**config.mk**
```make
export PLATFORM = sky130hd
export DESIGN_NAME = uart_rx_frame
export DESIGN_NICKNAME = d
export VERILOG_FILES = /design/src/rtl/uart_rx_frame.sv
export SDC_FILE = /design/constraint.sdc
export NUM_CORES = 1
export LEC_CHECK = 0
export CORE_MARGIN = 2
export CORE_UTILIZATION = 40
export CTS_CLUSTER_SIZE = 40
export DETAILED_ROUTE_END_ITERATION = 7
export SETUP_SLACK_MARGIN = 0.5
export SYNTH_ARGS = -nofsm -noshare
export SYNTH_HDL_FRONTEND = slang
export SYNTH_SLANG_ARGS = --single-unit
export TNS_END_PERCENT = 1
```
**constraint.sdc**
```tcl
create_clock -name clk -period 2.51 [get_ports clk]
set_clock_uncertainty 0.05 [all_clocks]
set_input_delay 0.251 -clock clk [delete_from_list [all_inputs] [get_ports clk]]
set_output_delay 0.251 -clock clk [all_outputs]
set_load 0.01 [all_outputs]
```
**src/rtl/uart_rx_frame.sv**
```systemverilog
// uart_rx_frame
//   Receive deframer for the UART path. The serial rx line is synchronised,
//   oversampled, and split into start / data / optional parity / stop bits.
//   A good frame is presented on rx_data with valid_reg held high as a level
//   until the next confirmed start bit, so every frame produces a fresh 0->1
//   edge for the downstream strobe generator.
//
// Ports
//   clk         system clock
//   reset       asynchronous, active-high reset
//   rx          asynchronous serial input, idle high
//   rx_data     last good received word (LSB first on the line)
//   valid_reg   level: a good frame is held in rx_data
//   frame_err   stop bit sampled low on the last frame
//   parity_err  parity mismatch on the last frame
//   busy        high whenever the FSM is not in IDLE
//
// State table
//   state     | meaning
//   IDLE      | line idle, waiting for a low level on rx_s
//   START     | qualifying the start bit at its midpoint
//   DATA      | sampling DATA_BITS data bits, LSB first
//   PARITY    | sampling the parity bit (only when PARITY != 0)
//   STOP      | sampling the stop bit, committing results
//   WAIT_IDLE | framing error / break, waiting for the line to go high

module uart_rx_frame #(
  parameter int CLK_DIV    = 4,
  parameter int OVERSAMPLE = 16,
  parameter int DATA_BITS  = 8,
  parameter int PARITY     = 0
) (
  input  logic                 clk,
  input  logic                 reset,
  input  logic                 rx,
  output logic [DATA_BITS-1:0] rx_data,
  output logic                 valid_reg,
  output logic                 frame_err,
  output logic                 parity_err,
  output logic                 busy
);

  localparam int DIV_W = (CLK_DIV > 1) ? $clog2(CLK_DIV) : 1;
  localparam int OS_W  = $clog2(OVERSAMPLE);
  localparam int BIT_W = $clog2(DATA_BITS);

  localparam logic [DIV_W-1:0] DIV_LAST = DIV_W'(CLK_DIV - 1);
  localparam logic [OS_W-1:0]  OS_MID   = OS_W'(OVERSAMPLE / 2 - 1);
  localparam logic [OS_W-1:0]  OS_LAST  = OS_W'(OVERSAMPLE - 1);
  localparam logic [BIT_W-1:0] BIT_LAST = BIT_W'(DATA_BITS - 1);

  typedef enum logic [2:0] {
    S_IDLE      = 3'd0,
    S_START     = 3'd1,
    S_DATA      = 3'd2,
    S_PARITY    = 3'd3,
    S_STOP      = 3'd4,
    S_WAIT_IDLE = 3'd5
  } state_t;

  state_t state, state_next;

  logic                 rx_meta;
  logic                 rx_s;
  logic [DIV_W-1:0]     div_cnt;
  logic [OS_W-1:0]      os_cnt;
  logic [BIT_W-1:0]     bit_cnt;
  logic [DATA_BITS-1:0] shift_reg;
  logic                 par_bad;

  logic tick;
  logic start_smp;
  logic bit_smp;

  // Two-flop synchroniser, reset to the idle (high) line level.
  always_ff @(posedge clk or posedge reset) begin
    if (reset) begin
      rx_meta <= 1'b1;
      rx_s    <= 1'b1;
    end else begin
      rx_meta <= rx;
      rx_s    <= rx_meta;
    end
  end

  // FSM: state register
  always_ff @(posedge clk or posedge reset) begin
    if (reset) state <= S_IDLE;
    else       state <= state_next;
  end

  // FSM: next-state logic
  always_comb begin
    state_next = state;
    case (state)
      S_IDLE:      if (!rx_s) state_next = S_START;
      S_START:     if (start_smp) state_next = rx_s ? S_IDLE : S_DATA;
      S_DATA:      if (bit_smp && (bit_cnt == BIT_LAST))
                     state_next = (PARITY != 0) ? S_PARITY : S_STOP;
      S_PARITY:    if (bit_smp) state_next = S_STOP;
      S_STOP:      if (bit_smp) state_next = rx_s ? S_IDLE : S_WAIT_IDLE;
      S_WAIT_IDLE: if (rx_s) state_next = S_IDLE;
      default:     state_next = S_IDLE;
    endcase
  end

  // FSM: outputs and sample strobes
  always_comb begin
    busy      = (state != S_IDLE);
    tick      = busy && (div_cnt == DIV_LAST);
    // Start bit is qualified half a bit in; every later bit is sampled one
    // full bit period after the previous sample, i.e. at its midpoint.
    start_smp = (state == S_START) && tick && (os_cnt == OS_MID);
    bit_smp   = tick && (os_cnt == OS_LAST) &&
                ((state == S_DATA) || (state == S_PARITY) || (state == S_STOP));
  end

  // Counters. Holding them at zero in IDLE aligns the tick phase to the
  // start edge.
  always_ff @(posedge clk or posedge reset) begin
    if (reset) begin
      div_cnt <= '0;
      os_cnt  <= '0;
      bit_cnt <= '0;
    end else if (state == S_IDLE) begin
      div_cnt <= '0;
      os_cnt  <= '0;
      bit_cnt <= '0;
    end else begin
      div_cnt <= (div_cnt == DIV_LAST) ? '0 : div_cnt + DIV_W'(1);
      if (start_smp && !rx_s)
        os_cnt <= '0;
      else if (tick)
        os_cnt <= (os_cnt == OS_LAST) ? '0 : os_cnt + OS_W'(1);
      if (bit_smp && (state == S_DATA))
        bit_cnt <= (bit_cnt == BIT_LAST) ? '0 : bit_cnt + BIT_W'(1);
    end
  end

  // Datapath and registered outputs.
  always_ff @(posedge clk or posedge reset) begin
    if (reset) begin
      shift_reg  <= '0;
      par_bad    <= 1'b0;
      rx_data    <= '0;
      valid_reg  <= 1'b0;
      frame_err  <= 1'b0;
      parity_err <= 1'b0;
    end else begin
      // Clearing on a confirmed start guarantees a 0->1 valid edge per frame;
      // a rejected glitch leaves every output alone.
      if (start_smp && !rx_s) begin
        valid_reg  <= 1'b0;
        frame_err  <= 1'b0;
        parity_err <= 1'b0;
        par_bad    <= 1'b0;
      end
      if (bit_smp && (state == S_DATA))
        shift_reg <= {rx_s, shift_reg[DATA_BITS-1:1]};
      if (bit_smp && (state == S_PARITY))
        par_bad <= ((^shift_reg) ^ rx_s) != (PARITY == 2);
      if (bit_smp && (state == S_STOP)) begin
        if (rx_s) begin
          rx_data    <= shift_reg;
          parity_err <= par_bad;
          valid_reg  <= !par_bad;
        end else begin
          frame_err  <= 1'b1;
        end
      end
    end
  end

endmodule

```
; ---- Word-level counts from Yosys, hierarchy flattened
; Index checks and enable logic that the tools add are counted.
[totals]
regBits = 34
input_bits = 3
output_inout_bits = 12
elab_cells = 82
[classes]
addsub = 3
eq_ne = 15
n_mux = 29
bitwise_logic = 1
reduce_logical = 22
[ops]
columns = operator, count
row1 = $mux 3, 10
row2 = $pmux 3 s6, 1
row3 = $mux 4, 4
row4 = $ne 2x2->1 const B, 6
row5 = $mux 1, 11
row6 = $logic_and 1x1->1, 10
row7 = $eq 3x3->1 const B, 3
row8 = $reduce_xor 8->1, 1
row9 = $eq 3x2->1 const B, 2
row10 = $mux 2, 3
row11 = $reduce_and 6->1, 1
row12 = $reduce_bool 3->1, 2
row13 = $add 4x1->4 const B, 1
row14 = $eq 4x3->1 const B, 1
row15 = $eq 4x4->1 const B, 1
row16 = $reduce_bool 2->1, 2
row17 = $add 3x1->3 const B, 1
row18 = $eq 3x1->1 const B, 1
row19 = $logic_not 3->1, 1
row20 = $add 2x1->2 const B, 1
row21 = $eq 2x2->1 const B, 1
row22 = $logic_not 1->1, 2
row23 = $logic_or 1x1->1, 2
row24 = $reduce_and 2->1, 1
row25 = $xor 1x1->1, 1

; ---- Longest topological paths before layout
; Gate-level depths: netlist of the first run.
[logic_depth]
ltp_word = 8
mapped_depth = 7
mapped_depth_nobuf = 6

; ---- Least setup slack after synthesis of the first run
; No wires, ideal clock.
[synth_timing]
path_type = register to register
start = register div_cnt[0]
end = register state[0]
setup_time_ns = 0.079
arrival_time_ns = 1.559
required_time_ns = 2.381
path_slack_ns = 0.822
stages_incl_launch_ff = 7
path_buffers = 1
period_less_slack_ns = 1.688
path_cell_list = dfrtp_1 > ha_1 > buf_2 > and4b_1 > or4_1 > o211ai_2 > mux2i_1
[synth_via]
elab_chain_cells = 7
elab_cells_between_ends = 12
cone_classes = eq/ne (5) / reduce/logical (7)
[synth_lines]
columns = item, line
row1 = "start, declared", 65  ; logic [DIV_W-1:0] div_cnt;
row2 = "start signal, assigned", 130  ; div_cnt <= (div_cnt == DIV_LAST) ? '0 : div_cnt + DIV_W'(1);
row3 = $eq 2x2->1 (*), 110  ; tick = busy && (div_cnt == DIV_LAST);
row4 = $logic_and 1x1->1 (*), 110
row5 = $logic_and 1x1->1 (2 in a row), 114  ; bit_smp = tick && (os_cnt == OS_LAST) &&
row6 = $logic_and 1x1->1, 98  ; S_DATA: if (bit_smp && (bit_cnt == BIT_LAST))
row7 = $ne 2x2->1 (no source line), -
row8 = $reduce_and 6->1 (no source line) (*), -
row9 = "end signal, assigned", 89  ; else state <= state_next;
row10 = "end, declared", 61  ; state_t state, state_next;
; Mark *: on every way between the ends. The rest lies on a longest branch, timed or not.
; A chain may end at the register's enable or synchronous reset.

; ---- Final worst setup path of the first run
[layout_timing]
start = register state[2]
end = output busy
[layout_via]
elab_chain_cells = 1
[layout_lines]
columns = item, line
row1 = $reduce_bool 3->1, 109  ; busy = (state != S_IDLE);
row2 = "end, declared", 40  ; output logic busy
; No other way between the ends.

==> results.tsv, run 1 <==
metric	value	unit
overflow	0	
cts_hold_buffers	0	
instances_no_fill	199	
vias_per_cell	5.14	
start_util	40.7	%
cts_buffers	5	
switchingPower	0.000270	W
dpl.cell_count	191	
async_reset_ff_share	100	%
first_pass_iters	4	
grt_pass1_wl	4780	um
syn-num-nets	136	
tightest_slew	412	ps
synth_area	0.00161	mm^2
vias	1023	
setup-violations-final	0	
synth_area_per_cell	12.4	um^2
hold_viol	0	
yosysSeqAreaShare	53.2	%
max_stage_delay	490	ps
io_pins	15	
drtIter0Drc	54	
clk_pin_slew	70	ps
drc_errors	0	
insertion_delay	290	ps
internal_power	0.000904	W
yosys_warnings	0	
fp.coreArea	0.00394	mm^2
areaGrowthSynthToFinish	19.1	%
crit_chain	nor3_2 > buf_4 > inv_1 > clkdlybuf4s50_1	
clockRootBuffer	clkbuf_8	
ys.flop_type	dfrtp_1	
crit_arrival	1670	ps
postSynthCellCount	129	
port_buffers	14	
outcome	complete, no violations	
cp-end-kind	output pin	
report.final.slew_viol_count	0	
wire_per_inst	13.3	um
first_global_vias	1039	
ir_drop	0.504	mV
synth_edf_count	0	
die-area	0.00454	mm^2
cts_tree	built	
fin_crit_sh	78.3	%
die_x	67.4	um
max_freq	0.509	GHz
pwr_density_cell	614	mW/mm^2
rsz0062_at_grt	true	
clockBufferDepth	2	
dp_hpwl	1870	um
gr-usage-all-layers	14.8	%
criticalPathCategory	flop to output pin	
drv_cap	0	
place_area	0.00179	mm^2
cp.required	2210	ps
postCtsSetupBuffers	0	
tns	0	ps
yosysUniqueCellTypes	33	
die_h	67.4	um
antenna_found_initial	0	
yosys_register_bits	34	
rows	23	
slowest_stage	dfrtp_2	
min_period	1970	ps
p_comb_share	7.9	%
worst_setup_path_start_kind	flop	
p_leak	0.933	nW
gp_congestion	0.847	
fin_area	0.00191	mm^2
htree_levels	2	
numClockSinks	34	
crit_fanout	10	
grt_start_max_net_pins	35	
hold_class	input pin to asynchronous set/reset pin	
ant_nets	0	
final_layout_size_suffix_gt1_share	22.8	%
swShare	23.0	%
drt_wl_total	2650	um
seqPwrFrac	50.6	%
power_frac_clock	41.5	%
insertedDiodeCount	0	
slew_headroom	72.6	%
layout.nets	155	
[critical path, delay by kind of cell (launching register included)]
kind	cells	cell delay, ps
buffers and inverters	3	710
DFF	1	490
and+or+nand+nor	1	190
[cell usage in the layout (no fill, tap or decap), types with 5 or more instances in the layout]
master / n
clkdlybuf4s50_1: 14
a21oi_1: 7
clkbuf_8: 5
inv_1: 5
nor2_1: 10
mux2_2: 7
dfrtp_1: 31
mux2_4: 7
nand3_1: 7
[Yosys cell counts, drive strengths merged, types with 4 or more instances]
master	number	area [um^2]
o21ai	5	25.0
nand2	4	15.0
inv	5	18.8
a21oi	7	35.0
buf	5	37.5
xnor2	4	35.0
dfrtp	32	801
mux2	16	206
nand3	7	35.0
nor2	10	37.5
mux2i	4	40.0
ha	4	50.1
[layout make-up]
type                       instances  area, um^2
fill                             343        2030
timing repair buffer              17         163
sequential                        34         855
inverter                           5        18.8
tap                               50        62.6
multi-input combinational         85         704
clock inverter                     3        40.0
clock buffer                       5        68.8
[repair_timing]
item / 4_1_cts / 5_1_grt
endpoints found under the setup margin: 1 / 11
resized for setup: 1 / 1
endpoints found under the hold margin: 0 / 0
[worst paths after layout]
kind / from / to / depth (start not counted) / slack (ps)
setup reg to reg: div_cnt[0] / rx_data[3] / 4 / 660
hold reg to reg: rx_meta / rx_s / 0 / 310
max in group asynchronous: reset / state[2] / 3 / 1790
hold / removal: reset / bit_cnt[1] / 3 / 300
setup / recovery: state[2] / busy / 4 / 540
min in group clk: rx_meta / rx_s / 0 / 310
[kinds of logic (layout without fill, tap and decap cells)]
| logic type | Yosys count | count (layout) | share of synthesized area [%] |
|---|---|---|---|
| and+or+nand+nor | 37 | 37 | 13.8 |
| DFF | 34 | 34 | 53.2 |
| muxes | 20 | 20 | 15.4 |
| AOI/OAI and AO/OA | 16 | 16 | 5.85 |
| buffers and inverters | 10 | 30 | 3.51 |
| xor gates and xnor gates | 8 | 8 | 5.22 |
| adders and majority gates | 4 | 4 | 3.12 |
[metrics by stage]
| stage | setup slack, ps | util [%] | hold WS [ps] | power, W |
|---|---|---|---|---|
| floorplan | 822 | - | 205 | 0.000667 |
| detailed placement | 519 | 45.5 | 300 | 0.000698 |
| finish | 543 | 48.5 | 296 | 0.00117 |
| CTS | 503 | 48.3 | 300 | 0.00119 |
| global placement | 617 | 45.5 | 297 | 0.000691 |
| global route | 449 | 48.5 | 310 | 0.00124 |
[metal layers]
metal  vias up  GRT usage [%]  routed length [um]
li1        491              -                   -
met4         0           8.42                  72
met5         -              0                   0
met3         5           5.00                 102
met1       507           16.6                1170
met2        20           24.4                1310
[power by group through the flow]
| stage | Clock, W | Combinational (W) | Sequential, W |
|---|---|---|---|
| floorplan | 0 | 0.0000732 | 0.000594 |
| global placement | 0 | 0.0000904 | 0.000601 |
| detailed placement | 0 | 0.0000944 | 0.000603 |
| CTS | 0.000506 | 0.0000953 | 0.000593 |
| global route | 0.000531 | 0.000109 | 0.000596 |
| finish | 0.000488 | 0.0000924 | 0.000594 |
(Power assumes the default switching activity.)
==> run 2: changes to the inputs <==
==> constraint.sdc (replaced) <==
create_clock -name clk -period 2 [get_ports clk]
set_clock_uncertainty 0.05 [all_clocks]
set_input_delay 0.2 -clock clk [delete_from_list [all_inputs] [get_ports clk]]
set_output_delay 0.2 -clock clk [all_outputs]
set_load 0.01 [all_outputs]
==> run 2 against run 1 <==
Net effect:
- global-route usage rose by 1.1 points
- final cell count rose by 5.5%
- largest power group unchanged
- die area did not move
- combinational power rose by 86%
- power rose by 24%
==> results.tsv, run 2 (same netlist as run 1, synthesis figures left out) <==
metric	value	unit	change
first_pass_iters	4		unchanged
vias_per_cell	5.02		was 5.14
tns	0	ps	unchanged
report.final.slew_viol_count	0		unchanged
gr-usage-all-layers	15.8	%	was 14.8%
hold_class	input pin to asynchronous set/reset pin		unchanged
final_common_cell	dfrtp_1		unchanged
numClockSinks	34		unchanged
fp.coreArea	0.00394	mm^2	unchanged
ff2ff_setup_slack	330	ps	was 660 ps
pwr_density_cell	714	mW/mm^2	was 614 mW/mm^2
insertedDiodeCount	0		unchanged
vias	1054		was 1,023
hold_viol	0		unchanged
drtIter0Drc	57		was 54
antenna_found_initial	0		unchanged
cts_tree	built		unchanged
place_area	0.00180	mm^2	was 0.00179 mm^2
gp_congestion	0.835		was 0.847
clockBufferDepth	2		unchanged
grt_pass1_wl	5160	um	was 4780 um
wire_per_inst	14.4	um	was 13.3 um
cts_hold_buffers	0		unchanged
grt_start_max_net_pins	35		unchanged
start_util	40.7	%	unchanged
tightest_slew	423	ps	was 412 ps
final_layout_size_suffix_gt1_share	31.3	%	was 22.8%
max_stage_delay	430	ps	was 490 ps
layout.nets	166		was 155
slowest_stage	dfrtp_1		was dfrtp_2
crit_arrival	1830	ps	was 1670 ps
outcome	complete, no violations		unchanged
ir_drop	0.410	mV	was 0.504 mV
rsz0062_at_grt	true		unchanged
min_period	1670	ps	
worst_setup_path_start_kind	flop		unchanged
cp-end-kind	flop		was output pin
p_leak	0.982	nW	was 0.933 nW
worst_hold_slack	249	ps	was 296 ps
insertion_delay	290	ps	about the same
clk_pin_slew	70	ps	about the same
drv_cap	0		unchanged
cts_buffers	5		unchanged
cp.required	2150	ps	was 2210 ps
ant_nets	0		unchanged
die_x	67.4	um	unchanged
drc_errors	0		unchanged
io_pins	15		unchanged
drt_wl_total	3020	um	was 2650 um
htree_levels	2		unchanged
clockRootBuffer	clkbuf_8		unchanged
slew_headroom	71.8	%	was 72.6%
dp_hpwl	1910	um	was 1870 um
fin_area	0.00203	mm^2	was 0.00191 mm^2
fin_crit_sh	83.7	%	
criticalPathCategory	flop to flop		was flop to output pin
areaGrowthSynthToFinish	26.7	%	was 19.1%
die-area	0.00454	mm^2	unchanged
first_global_vias	1059		was 1,039
port_buffers	14		unchanged
crit_chain	ha_4 > and4b_1 > or4_1 > o211ai_2 > mux2i_1		was nor3_2 > buf_4 > inv_1 > clkdlybuf4s50_1
die_h	67.4	um	unchanged
post-route-util	51.6	%	was 48.5%
setup-violations-final	0		unchanged
crit_fanout	6		was 10
max_freq	0.598	GHz	
final_cell_mix	dfrtp_1, clkdlybuf4s50_1, buf_4		was dfrtp_1, clkdlybuf4s50_1, nor2_1
overflow	0		unchanged
rows	23		unchanged
==> run 2: cell count changes in the layout (fill, tap and decap cells not counted), sizes merged <==
| cell | before | now |
|---|---|---|
| buf | 3 | 14 |
| bufinv | 1 | 0 |
| clkbuf | 5 | 6 |
| clkdlybuf4s50 | 14 | 13 |
| clkinv | 2 | 1 |
| clkinvlp | 0 | 1 |
| dlygate4sd2 | 0 | 1 |
==> run 2: power by group <==
part	switching, W	internal, W
clock network	0.000249	0.000276
registers	0.0000364	0.000719
logic	0.0000828	0.0000889
total	0.000368	0.00108
==> run 2: worst max-delay path, delay by kind of cell, from the launching register on <==
| kind | cells | cell delay, ps |
|---|---|---|
| AND/OR/NAND/NOR | 2 | 610 |
| adder cells (fa/ha/maj) | 1 | 210 |
| flip-flops | 1 | 430 |
| AO/OA/AOI/OAI | 1 | 90 |
| multiplexers | 1 | 210 |
==> run 2: final cells by class <==
| cell class | count | area, um^2 |
|---|---|---|
| clock buffer | 6 | 82.6 |
| clock inverter | 2 | 12.5 |
| fill | 335 | 1910 |
| inverter | 5 | 18.8 |
| multi-input combinational | 85 | 749 |
| sequential | 34 | 857 |
| tap | 50 | 62.6 |
| timing repair buffer | 28 | 251 |
==> run 2: metal layers <==
metal	vias to the layer above	track usage, %	wire length (um)	part of all wire [%]
li1	510	-	-	-
met1	521	19.8	1420	47
met2	16	24.6	1440	48
met3	7	5.17	100	3.3
met4	0	7.65	59	2.0
met5	-	0	0	0
==> run 2: path summary, 6_finish.rpt <==
| path | from | endpoint | cells past startpoint |
|---|---|---|---|
| setup reg to reg | os_cnt[0] | state[0] | 5 |
| min in group clk | rx | rx_meta | 1 |
| max in group asynchronous | reset | rx_meta | 3 |
| setup / recovery | os_cnt[0] | state[0] | 5 |
| hold reg to reg | rx_meta | rx_s | 0 |
| hold / removal | reset | rx_data[4] | 3 |
==> run 2: timing repair <==
item,in CTS,in global routing
cloned,1,0
pin swaps,4,3
gates resized for setup,14,1
setup buffers,6,3
endpoints found under the hold margin,0,0
setup endpoints to repair,28,28
==> run 2: through the flow <==
step	cells	setup slack, ps	power [W]
2_1_floorplan	129	315	0.000840
3_3_place_gp	192	240	0.000868
3_5_place_dp	192	205	0.000875
4_1_cts	207	344	0.00146
5_1_grt	210	257	0.00154
6_report	210	327	0.00145
